[src/rtl/keypad_pkg.sv]
// Shared types and helpers for the 4x4 hex keypad scanner.
package keypad_pkg;

  typedef enum logic [1:0] {
    IDLE = 2'd0,
    DEB  = 2'd1,
    HELD = 2'd2
  } state_e;

  // A scan result: valid=0 means no key was seen.
  typedef struct packed {
    logic       valid;
    logic [3:0] code;
  } key_t;

  localparam key_t       KEY_NONE  = '{valid: 1'b0, code: 4'h0};
  localparam logic [3:0] COL_RESET = 4'b1110;

  function automatic logic [3:0] key_code(input logic [1:0] row, input logic [1:0] col);
    return {row, col};
  endfunction

endpackage

[src/rtl/keypad_debounce_fsm.sv]
// Press/release debouncer fed once per full keypad scan; emits a one-cycle accept.
module keypad_debounce_fsm
  import keypad_pkg::*;
#(
  parameter int DEBOUNCE_SCANS = 3
) (
  input  logic       clk,
  input  logic       rst_n_i,
  input  logic       scan_done_i,
  input  logic       result_valid_i,
  input  logic [3:0] result_code_i,
  output logic       accept_o,
  output logic [3:0] accept_code_o
);

  localparam int             CW    = $clog2(DEBOUNCE_SCANS + 1);
  localparam logic [CW-1:0]  N_C   = CW'(DEBOUNCE_SCANS);
  localparam logic [CW-1:0]  ONE_C = CW'(1);
  localparam logic [CW-1:0]  ZERO_C = CW'(0);

  state_e        state_q, state_d;
  logic [CW-1:0] cnt_q, cnt_d;
  logic [3:0]    cand_q, cand_d;
  logic [CW-1:0] cnt_inc_s;

  assign cnt_inc_s = cnt_q + ONE_C;

  // State register; cnt_q counts matching scans in DEB and empty scans in HELD.
  always_ff @(posedge clk or negedge rst_n_i) begin
    if (!rst_n_i) begin
      state_q <= IDLE;
      cnt_q   <= ZERO_C;
      cand_q  <= 4'h0;
    end else begin
      state_q <= state_d;
      cnt_q   <= cnt_d;
      cand_q  <= cand_d;
    end
  end

  // Next-state and accept decode, evaluated only when a scan completes.
  always_comb begin
    state_d       = state_q;
    cnt_d         = cnt_q;
    cand_d        = cand_q;
    accept_o      = 1'b0;
    accept_code_o = cand_q;
    if (scan_done_i) begin
      case (state_q)
        IDLE: begin
          if (result_valid_i) begin
            cand_d = result_code_i;
            if (DEBOUNCE_SCANS == 1) begin
              accept_o      = 1'b1;
              accept_code_o = result_code_i;
              state_d       = HELD;
              cnt_d         = ZERO_C;
            end else begin
              state_d = DEB;
              cnt_d   = ONE_C;
            end
          end else begin
            cnt_d = ZERO_C;
          end
        end
        DEB: begin
          if (!result_valid_i) begin
            state_d = IDLE;
            cnt_d   = ZERO_C;
          end else if (result_code_i == cand_q) begin
            if (cnt_inc_s == N_C) begin
              accept_o = 1'b1;
              state_d  = HELD;
              cnt_d    = ZERO_C;
            end else begin
              cnt_d = cnt_inc_s;
            end
          end else begin
            cand_d = result_code_i;
            cnt_d  = ONE_C;
          end
        end
        HELD: begin
          if (result_valid_i) begin
            cnt_d = ZERO_C;
          end else if (cnt_inc_s == N_C) begin
            state_d = IDLE;
            cnt_d   = ZERO_C;
          end else begin
            cnt_d = cnt_inc_s;
          end
        end
        default: begin
          state_d = IDLE;
          cnt_d   = ZERO_C;
        end
      endcase
    end else begin
      state_d = state_q;
    end
  end

endmodule

[src/rtl/keypad_scan_32.sv]
// 4x4 keypad scanner: column drive, row sync, scan-result capture and a
// 32-bit digit shift register feeding the hex display driver.
module keypad_scan_32
  import keypad_pkg::*;
#(
  parameter int SCAN_CLOCKS    = 200_000,
  parameter int DEBOUNCE_SCANS = 3
) (
  input  logic        clk,
  input  logic        rst_n_i,
  input  logic [3:0]  ROW,
  input  logic        clr_i,
  output logic [3:0]  COL,
  output logic [31:0] data_o,
  output logic        key_valid_o,
  output logic [3:0]  key_code_o
);

  localparam int            SW        = $clog2(SCAN_CLOCKS);
  localparam logic [SW-1:0] SLOT_LAST = SW'(SCAN_CLOCKS - 1);
  localparam logic [SW-1:0] SLOT_ONE  = SW'(1);
  localparam logic [SW-1:0] SLOT_ZERO = SW'(0);

  logic [3:0]    row_meta_q, row_sync_q;
  logic [SW-1:0] slot_q, slot_d;
  logic [1:0]    col_idx_q, col_idx_d;
  logic [3:0]    col_q, col_d;
  key_t          part_q, part_d;
  logic [31:0]   data_q, data_d;
  logic          key_valid_q;
  logic [3:0]    key_code_q, key_code_d;

  logic          slot_last_s;
  logic          scan_done_s;
  key_t          col_hit_s;
  key_t          merged_s;
  logic [31:0]   data_base_s;
  logic          accept_s;
  logic [3:0]    accept_code_s;

  assign slot_last_s = (slot_q == SLOT_LAST);
  assign scan_done_s = slot_last_s && (col_idx_q == 2'd3);

  // Two-flop synchronizer for the asynchronous, pulled-up row inputs.
  always_ff @(posedge clk or negedge rst_n_i) begin
    if (!rst_n_i) begin
      row_meta_q <= 4'b1111;
      row_sync_q <= 4'b1111;
    end else begin
      row_meta_q <= ROW;
      row_sync_q <= row_meta_q;
    end
  end

  // Slot counter and one-hot-low column rotation.
  always_comb begin
    if (slot_last_s) begin
      slot_d    = SLOT_ZERO;
      col_idx_d = col_idx_q + 2'd1;
      col_d     = {col_q[2:0], col_q[3]};
    end else begin
      slot_d    = slot_q + SLOT_ONE;
      col_idx_d = col_idx_q;
      col_d     = col_q;
    end
  end

  // Lowest active row in the currently driven column.
  always_comb begin
    col_hit_s = KEY_NONE;
    if (!row_sync_q[0]) begin
      col_hit_s = '{valid: 1'b1, code: key_code(2'd0, col_idx_q)};
    end else if (!row_sync_q[1]) begin
      col_hit_s = '{valid: 1'b1, code: key_code(2'd1, col_idx_q)};
    end else if (!row_sync_q[2]) begin
      col_hit_s = '{valid: 1'b1, code: key_code(2'd2, col_idx_q)};
    end else if (!row_sync_q[3]) begin
      col_hit_s = '{valid: 1'b1, code: key_code(2'd3, col_idx_q)};
    end else begin
      col_hit_s = KEY_NONE;
    end
  end

  // Earlier columns win; column 0 starts a fresh scan.
  always_comb begin
    if (col_idx_q == 2'd0) begin
      merged_s = col_hit_s;
    end else if (part_q.valid) begin
      merged_s = part_q;
    end else begin
      merged_s = col_hit_s;
    end
    if (slot_last_s) begin
      part_d = merged_s;
    end else begin
      part_d = part_q;
    end
  end

  keypad_debounce_fsm #(
    .DEBOUNCE_SCANS(DEBOUNCE_SCANS)
  ) u_debounce (
    .clk            (clk),
    .rst_n_i        (rst_n_i),
    .scan_done_i    (scan_done_s),
    .result_valid_i (merged_s.valid),
    .result_code_i  (merged_s.code),
    .accept_o       (accept_s),
    .accept_code_o  (accept_code_s)
  );

  // Clear happens first so a coincident accept lands in an empty register.
  always_comb begin
    if (clr_i) begin
      data_base_s = 32'h0000_0000;
    end else begin
      data_base_s = data_q;
    end
    if (accept_s) begin
      data_d     = {data_base_s[27:0], accept_code_s};
      key_code_d = accept_code_s;
    end else begin
      data_d     = data_base_s;
      key_code_d = key_code_q;
    end
  end

  // Scan position, partial result and output registers.
  always_ff @(posedge clk or negedge rst_n_i) begin
    if (!rst_n_i) begin
      slot_q      <= SLOT_ZERO;
      col_idx_q   <= 2'd0;
      col_q       <= COL_RESET;
      part_q      <= KEY_NONE;
      data_q      <= 32'h0000_0000;
      key_valid_q <= 1'b0;
      key_code_q  <= 4'h0;
    end else begin
      slot_q      <= slot_d;
      col_idx_q   <= col_idx_d;
      col_q       <= col_d;
      part_q      <= part_d;
      data_q      <= data_d;
      key_valid_q <= accept_s;
      key_code_q  <= key_code_d;
    end
  end

  assign COL         = col_q;
  assign data_o      = data_q;
  assign key_valid_o = key_valid_q;
  assign key_code_o  = key_code_q;

endmodule

[config.mk]
export PLATFORM = sky130hd
export DESIGN_NAME = keypad_scan_32
export DESIGN_NICKNAME = d
export VERILOG_FILES = /design/src/rtl/keypad_pkg.sv /design/src/rtl/keypad_debounce_fsm.sv /design/src/rtl/keypad_scan_32.sv
export SDC_FILE = /design/constraint.sdc
export NUM_CORES = 1
export LEC_CHECK = 0
export CAP_MARGIN = 20
export CORE_UTILIZATION = 45
export DETAILED_ROUTE_END_ITERATION = 7
export PLACE_DENSITY = 0.67
export SYNTH_ARGS = -nofsm -noshare
export SYNTH_HDL_FRONTEND = slang
export SYNTH_SLANG_ARGS = --single-unit
[constraint.sdc]
create_clock -name clk -period 3.1 [get_ports clk]
set_input_delay 0.62 -clock clk [delete_from_list [all_inputs] [get_ports clk]]
set_output_delay 0.62 -clock clk [all_outputs]
set_load 0.1 [all_outputs]
* Yosys cells after proc, flatten, opt, wreduce, memory -nomap -nowiden
Cells that the tools add are included.
Widths: inputs -> output; s select.
** Storage, ports and cells
- Flip-flop bits (word level) :: 82
- Latch bits :: 0
- Bits in writable memories :: 0
- Bits in read-only memories :: 0
- Output and inout bits :: 41
- Memories :: 0
** Operators by class
- Add/sub/neg operators :: 3
- Multiply operators :: 0
- Div/mod/pow operators :: 0
- Order comparisons :: 0
- Equal/unequal tests :: 13
- Shifts and indexed selects :: 0
- Muxes and demuxes :: 31
- Bitwise logic cells :: 0
- Reductions and logical operators :: 7
** Operators by type and width (count)
- $mux 32 :: 2
- $mux 5 :: 6
- $mux 2 :: 10
- $add 18x1->18 const B :: 1
- $eq 18x18->1 const B :: 1
- $mux 18 :: 1
- $mux 4 :: 3
- $pmux 2 s3 :: 2
- $ne 2x2->1 const B :: 4
- $pmux 4 s2 :: 1
- $eq 2x2->1 const B :: 3
- $mux 1 :: 6
- $ne 3x2->1 const B :: 2
- $reduce_and 6->1 :: 1
- $reduce_and 5->1 :: 1
- $add 2x1->2 const B :: 2
- $eq 4x4->1 :: 1
- $logic_not 2->1 :: 2
- $reduce_bool 2->1 :: 2
- $eq 2x1->1 const B :: 1
- $ne 2x1->1 const B :: 1
- $logic_and 1x1->1 :: 1

* Depth between registers and ports, before layout
- Word-level depth :: 12
- Gate-level depth with buffers :: 10
- Depth with buffers taken out :: 7

* Hierarchy
A second synthesis with hierarchy kept.
** Second synthesis, totals
- Cell total of the unflattened synthesis :: 283
- Area, all modules :: 3495.9 µm²
** Modules (own cells, without submodules)
- keypad_scan_32 :: times used 1, cells an instance 242, area an instance 3042.9 µm², sequential area each 1865.5 µm²
- keypad_debounce_fsm :: times used 1, cells an instance 41, area an instance 452.9 µm², sequential area each 200.2 µm²

* Worst setup path after synthesis
OpenSTA, ideal clock, no wires.
- Kind :: reg2reg
- Start :: register col_idx_q[0]
- End :: register u_debounce.cand_q[3], in the netlist u_debounce.accept_code_o[3]
- Library setup time :: 0.127 ns
- Data arrival time :: 2.235 ns
- Slack :: 0.737 ns
- Stages on the path, launching flop included :: 8
- Path buffers :: 0
- Cell sequence :: dfrtp_1 > inv_1 > ha_1 > nand2b_1 > a311oi_2 > o32ai_2 > o41ai_4 > mux2_1
** On the way
- Cells in the longest elaborated chain, start to end :: 9
** Ends and longest elaborated chain
- start, declared :: RTL line keypad_scan_32.sv:26 : logic [1:0] col_idx_q, col_idx_d;
- start signal, assigned :: RTL line keypad_scan_32.sv:140 : col_idx_q <= col_idx_d;
- $mux 5 :: RTL line keypad_scan_32.sv:77 : end else if (!row_sync_q[3]) begin
- $mux 5 :: RTL line keypad_scan_32.sv:75 : end else if (!row_sync_q[2]) begin
- $mux 5 :: RTL line keypad_scan_32.sv:73 : end else if (!row_sync_q[1]) begin
- $mux 5 :: RTL line keypad_scan_32.sv:71 : if (!row_sync_q[0]) begin
- $mux 5 :: RTL line keypad_scan_32.sv:88 : end else if (part_q.valid) begin
- $mux 5 :: RTL line keypad_scan_32.sv:86 : if (col_idx_q == 2'd0) begin
- $eq 4x4->1 :: RTL line keypad_debounce_fsm.sv:70 : end else if (result_code_i == cand_q) begin
- $ne 2x2->1 (no source line)
- $reduce_and 5->1 (no source line)
- end signal, assigned :: RTL line keypad_debounce_fsm.sv:37 : cand_q <= cand_d;
- end, declared :: RTL line keypad_debounce_fsm.sv:23 : logic [3:0] cand_q, cand_d;
Several ways; a longest one is shown, not always the timed one. The select of a mux whose other input is x is not followed.
A chain may end at the register's enable or synchronous reset.

* Worst setup path in the final report
- Start :: register col_idx_q[0]
- End :: register data_q[5], in the netlist data_o[5]
** On the way
- Cells in the longest elaborated chain, start to end :: 12
** Ends and longest elaborated chain
- $mux 5 :: RTL line keypad_scan_32.sv:77
- $mux 5 :: RTL line keypad_scan_32.sv:75
- $mux 5 :: RTL line keypad_scan_32.sv:73
- $mux 5 :: RTL line keypad_scan_32.sv:71
- $mux 5 :: RTL line keypad_scan_32.sv:88
- $mux 5 :: RTL line keypad_scan_32.sv:86
- $eq 4x4->1 :: RTL line keypad_debounce_fsm.sv:70
- $mux 1 :: RTL line keypad_debounce_fsm.sv:70
- $mux 1 :: RTL line keypad_debounce_fsm.sv:67 : if (!result_valid_i) begin
- $mux 1 :: RTL line keypad_debounce_fsm.sv:49 : case (state_q)
- $mux 1 * :: RTL line keypad_debounce_fsm.sv:48 : if (scan_done_i) begin
- $mux 32 * :: RTL line keypad_scan_32.sv:119 : if (accept_s) begin
- net data_d[5] :: RTL line keypad_scan_32.sv:29 : logic [31:0] data_q, data_d;
- end signal, assigned :: RTL line keypad_scan_32.sv:143 : data_q <= data_d;
- end, declared :: RTL line keypad_scan_32.sv:29
Mark *: on every way through the listed nets, which the timed path passes. The rest lies on a longest branch.

==> metrics <==
routability cong.=0.8981; Sw Pwr=0.4562 mW; die area=8659 µm²; CP Capture Type=flop; clock-pin slew on the worst setup and hold paths=0.09 ns; Worst Path Required=3.37 ns; clock sink total=82; Num CTS Buffers=9; layout cells sized above 1=23.76%; post-synth top area cell=dfrtp_1; Post-Syn Area=3731 µm²; first-pass GRT wire length=11340 µm; Reg area=2066 µm²; #FFs+latches synth=82; overall die height=93.06 µm; FFs w/ async S/R, synth=100.0%; delay-heaviest family, CP=simple AND/OR/NAND/NOR gates; Int Pwr=1.489 mW; largest family of logic cells by synthesized area=simple AND/OR/NAND/NOR gates; Synth top cells by count=dfrtp_1 (71), nand2b_1 (36), mux2i_1 (35); wirelength, routed=6703 µm; DRC viols=0; pin count of the biggest net entering global routing=83; vias per inst=5.155; non-filler cells, final=464; vias in the first global route=2414; Clock power frac=41.5%; Worst Path Arrival=3.07 ns; CTS tree=built; Global Route Usage Sum=16.55%; hold slack=0.1609 ns; Synth Area in Compound Gates=6.808%; min-delay worst type=in2async; Slew Viols, Final=0; multi-input logic area=1577 µm²; CTS Root Cell=clkbuf_8; RSZ-0062 raised after global routing=no; Post-synth EDFFs=0; Final Util=56.54%; H-tree depth=3; CP Launch Type=flop; Fill cells=700; post-synthesis sequential area ratio=55.37%; Final Hold Violating Endpoints=0; crit-path max cell delay=0.56 ns; YS warnings=0; Netlist cell types=50; crit path kind=reg2reg; Yosys top cell area share=47.62%; Mean Syn Cell Area=12.31 µm²; CP max FO=30; Crit path buffers/inverters=2; placed cell area=4220 µm²; Gate power share=2.9%; worst-margin pin slew=0.8238 ns; Final ANT Viol Nets=0; RR Endpoint=data_o[5]; sw frac=23.45%; Pwr Density=436.2 nW/µm²; CP max-delay cell=nor4_4; Core Region=7888 µm²; maxcap violations=0; final setup margin=0.3048 ns; clk_skew=0.01160 ns; Synth Area in Adders=1.006%; Post-Syn Instances=303; per-cell routed wire length=14.45 µm; Mapped Nets=313; most common cell in the netlist=dfrtp_1; Tcrit/Tclk final=90.17%; Post-Synth Simple-Gate Area=17.51%; initial antenna violation count=0; Reg power frac=55.6%; XOR/XNOR share of the synthesized area=4.225%; global route total overflow=0; clk_lat worst skew=0.35 ns; dpl cells=447; R2R setup slack=0.30 ns; Tmin final=2.795 ns; # port buffers=47; clock tree buffer depth=2; Chip Width=93.06 µm; R2R cell count=8; routed via count=2392; layout net count=367; Setup TNS=0 ns; CP Cell Sequence=inv_1 > ha_1 > nor2b_2 > and3_1 > o32ai_2 > nor4_4 > buf_12 > mux2i_1; I/O Pins=48; f_max=357.8 MHz; dpl ws=0.05977 ns; DP Wirelength=4647 µm; status=complete, no violations; Area Overhead vs Synth=19.52%; Worst VDD drop=241.8 µV; Post-synth top flop=dfrtp_1; RR Startpoint=col_idx_q[0]; fin area=4459 µm²; Final Power=1.945 mW; leakage dissipation=2.037 nW; Diodes inserted=0; slew margin rel.=44.91%; row cnt=32; TritonRoute pass-1 iters=4; ranking of synthesized cells by area=dfrtp_1 (48%), mux2i_1 (9.4%), dfstp_2 (7.7%), nand2b_1 (6.0%), mux2_1 (3.0%); 1st-iter DRT viols=76; count of final setup violators=0; Starting Density=47.30%; mux contribution to synthesized area=12.41%
## logic make-up after synthesis
| group | Yosys count |
|---|---|
| mux | 45 |
| xor+xnor | 18 |
| simple gates | 109 |
| fa+ha+maj | 3 |
| compound gates | 26 |
| flops | 82 |
| buf+inv | 20 |
## cell type report
class	count	share of cell area, %
timing repair buffer	53	9.933
sequential	82	46.32
tap	102	2.862
inverter	10	0.8418
clock buffer	9	2.778
clock inverter	7	1.908
multi-input combinational	201	35.35
## flip-flops by register name, indices dropped and copies added, names as in the netlist
signal	flops
u_debounce.state_q	2
key_code_o	4
row_sync_q	4
col_idx_q	2
u_debounce.cnt_q	2
COL	4
key_valid_o	1
u_debounce.accept_code_o	4
row_meta_q	4
data_o	32
part_q	5
slot_q	18
## power groups by stage
| stage | Combinational, mW | Sequential (mW) | Clock, mW |
|---|---|---|---|
| after floorplan | 0.0202 | 1.10 | 0 |
| after global placement | 0.0532 | 1.10 | 0 |
| after detailed placement | 0.0531 | 1.10 | 0 |
| after CTS | 0.0532 | 1.08 | 0.830 |
| after global routing | 0.0626 | 1.08 | 0.878 |
| final | 0.0558 | 1.08 | 0.807 |
## timing repair
item	in CTS	in global routing
buffers inserted	0	0
resized for setup	0	1
hold buffers	0	0
setup endpoints to repair	0	36
## worst register-to-register path, cell delays in order (launching register included)
cell     delay [ns]
dfrtp_1        0.41
inv_1          0.11
ha_1           0.26
nor2b_2        0.46
and3_1         0.25
o32ai_2        0.14
nor4_4         0.56
buf_12         0.30
mux2i_1        0.23
## per-layer routing
metal  share of wire, %  global-route usage [%]  up-vias
li1                   -                       -     1165
met1                 49                   22.95     1172
met2                 46                   25.86       44
met3                3.4                   3.252       11
met4                1.6                   6.026        0
met5                  0                       0        -
## worst max path at each step
stage / from / endpoint / cells past startpoint
floorplan: col_idx_q[0] / u_debounce.accept_code_o[3] / 7
global placement: col_idx_q[0] / data_o[25] / 8
detailed placement: col_idx_q[0] / data_o[21] / 8
CTS: col_idx_q[0] / data_o[0] / 8
global route: col_idx_q[0] / data_o[5] / 8
finish: col_idx_q[0] / data_o[5] / 8
## placed cells by master (no fill, tap or decap), drive strengths merged, types with 10 or more instances in the layout
| cell | count |
|---|---|
| nand3 | 11 |
| nand2 | 10 |
| mux2 | 10 |
| dfrtp | 71 |
| nand2b | 36 |
| buf | 48 |
| inv | 14 |
| mux2i | 35 |
| nor2 | 18 |
| dfstp | 11 |
No activity file was read; power rests on OpenSTA's default activity.
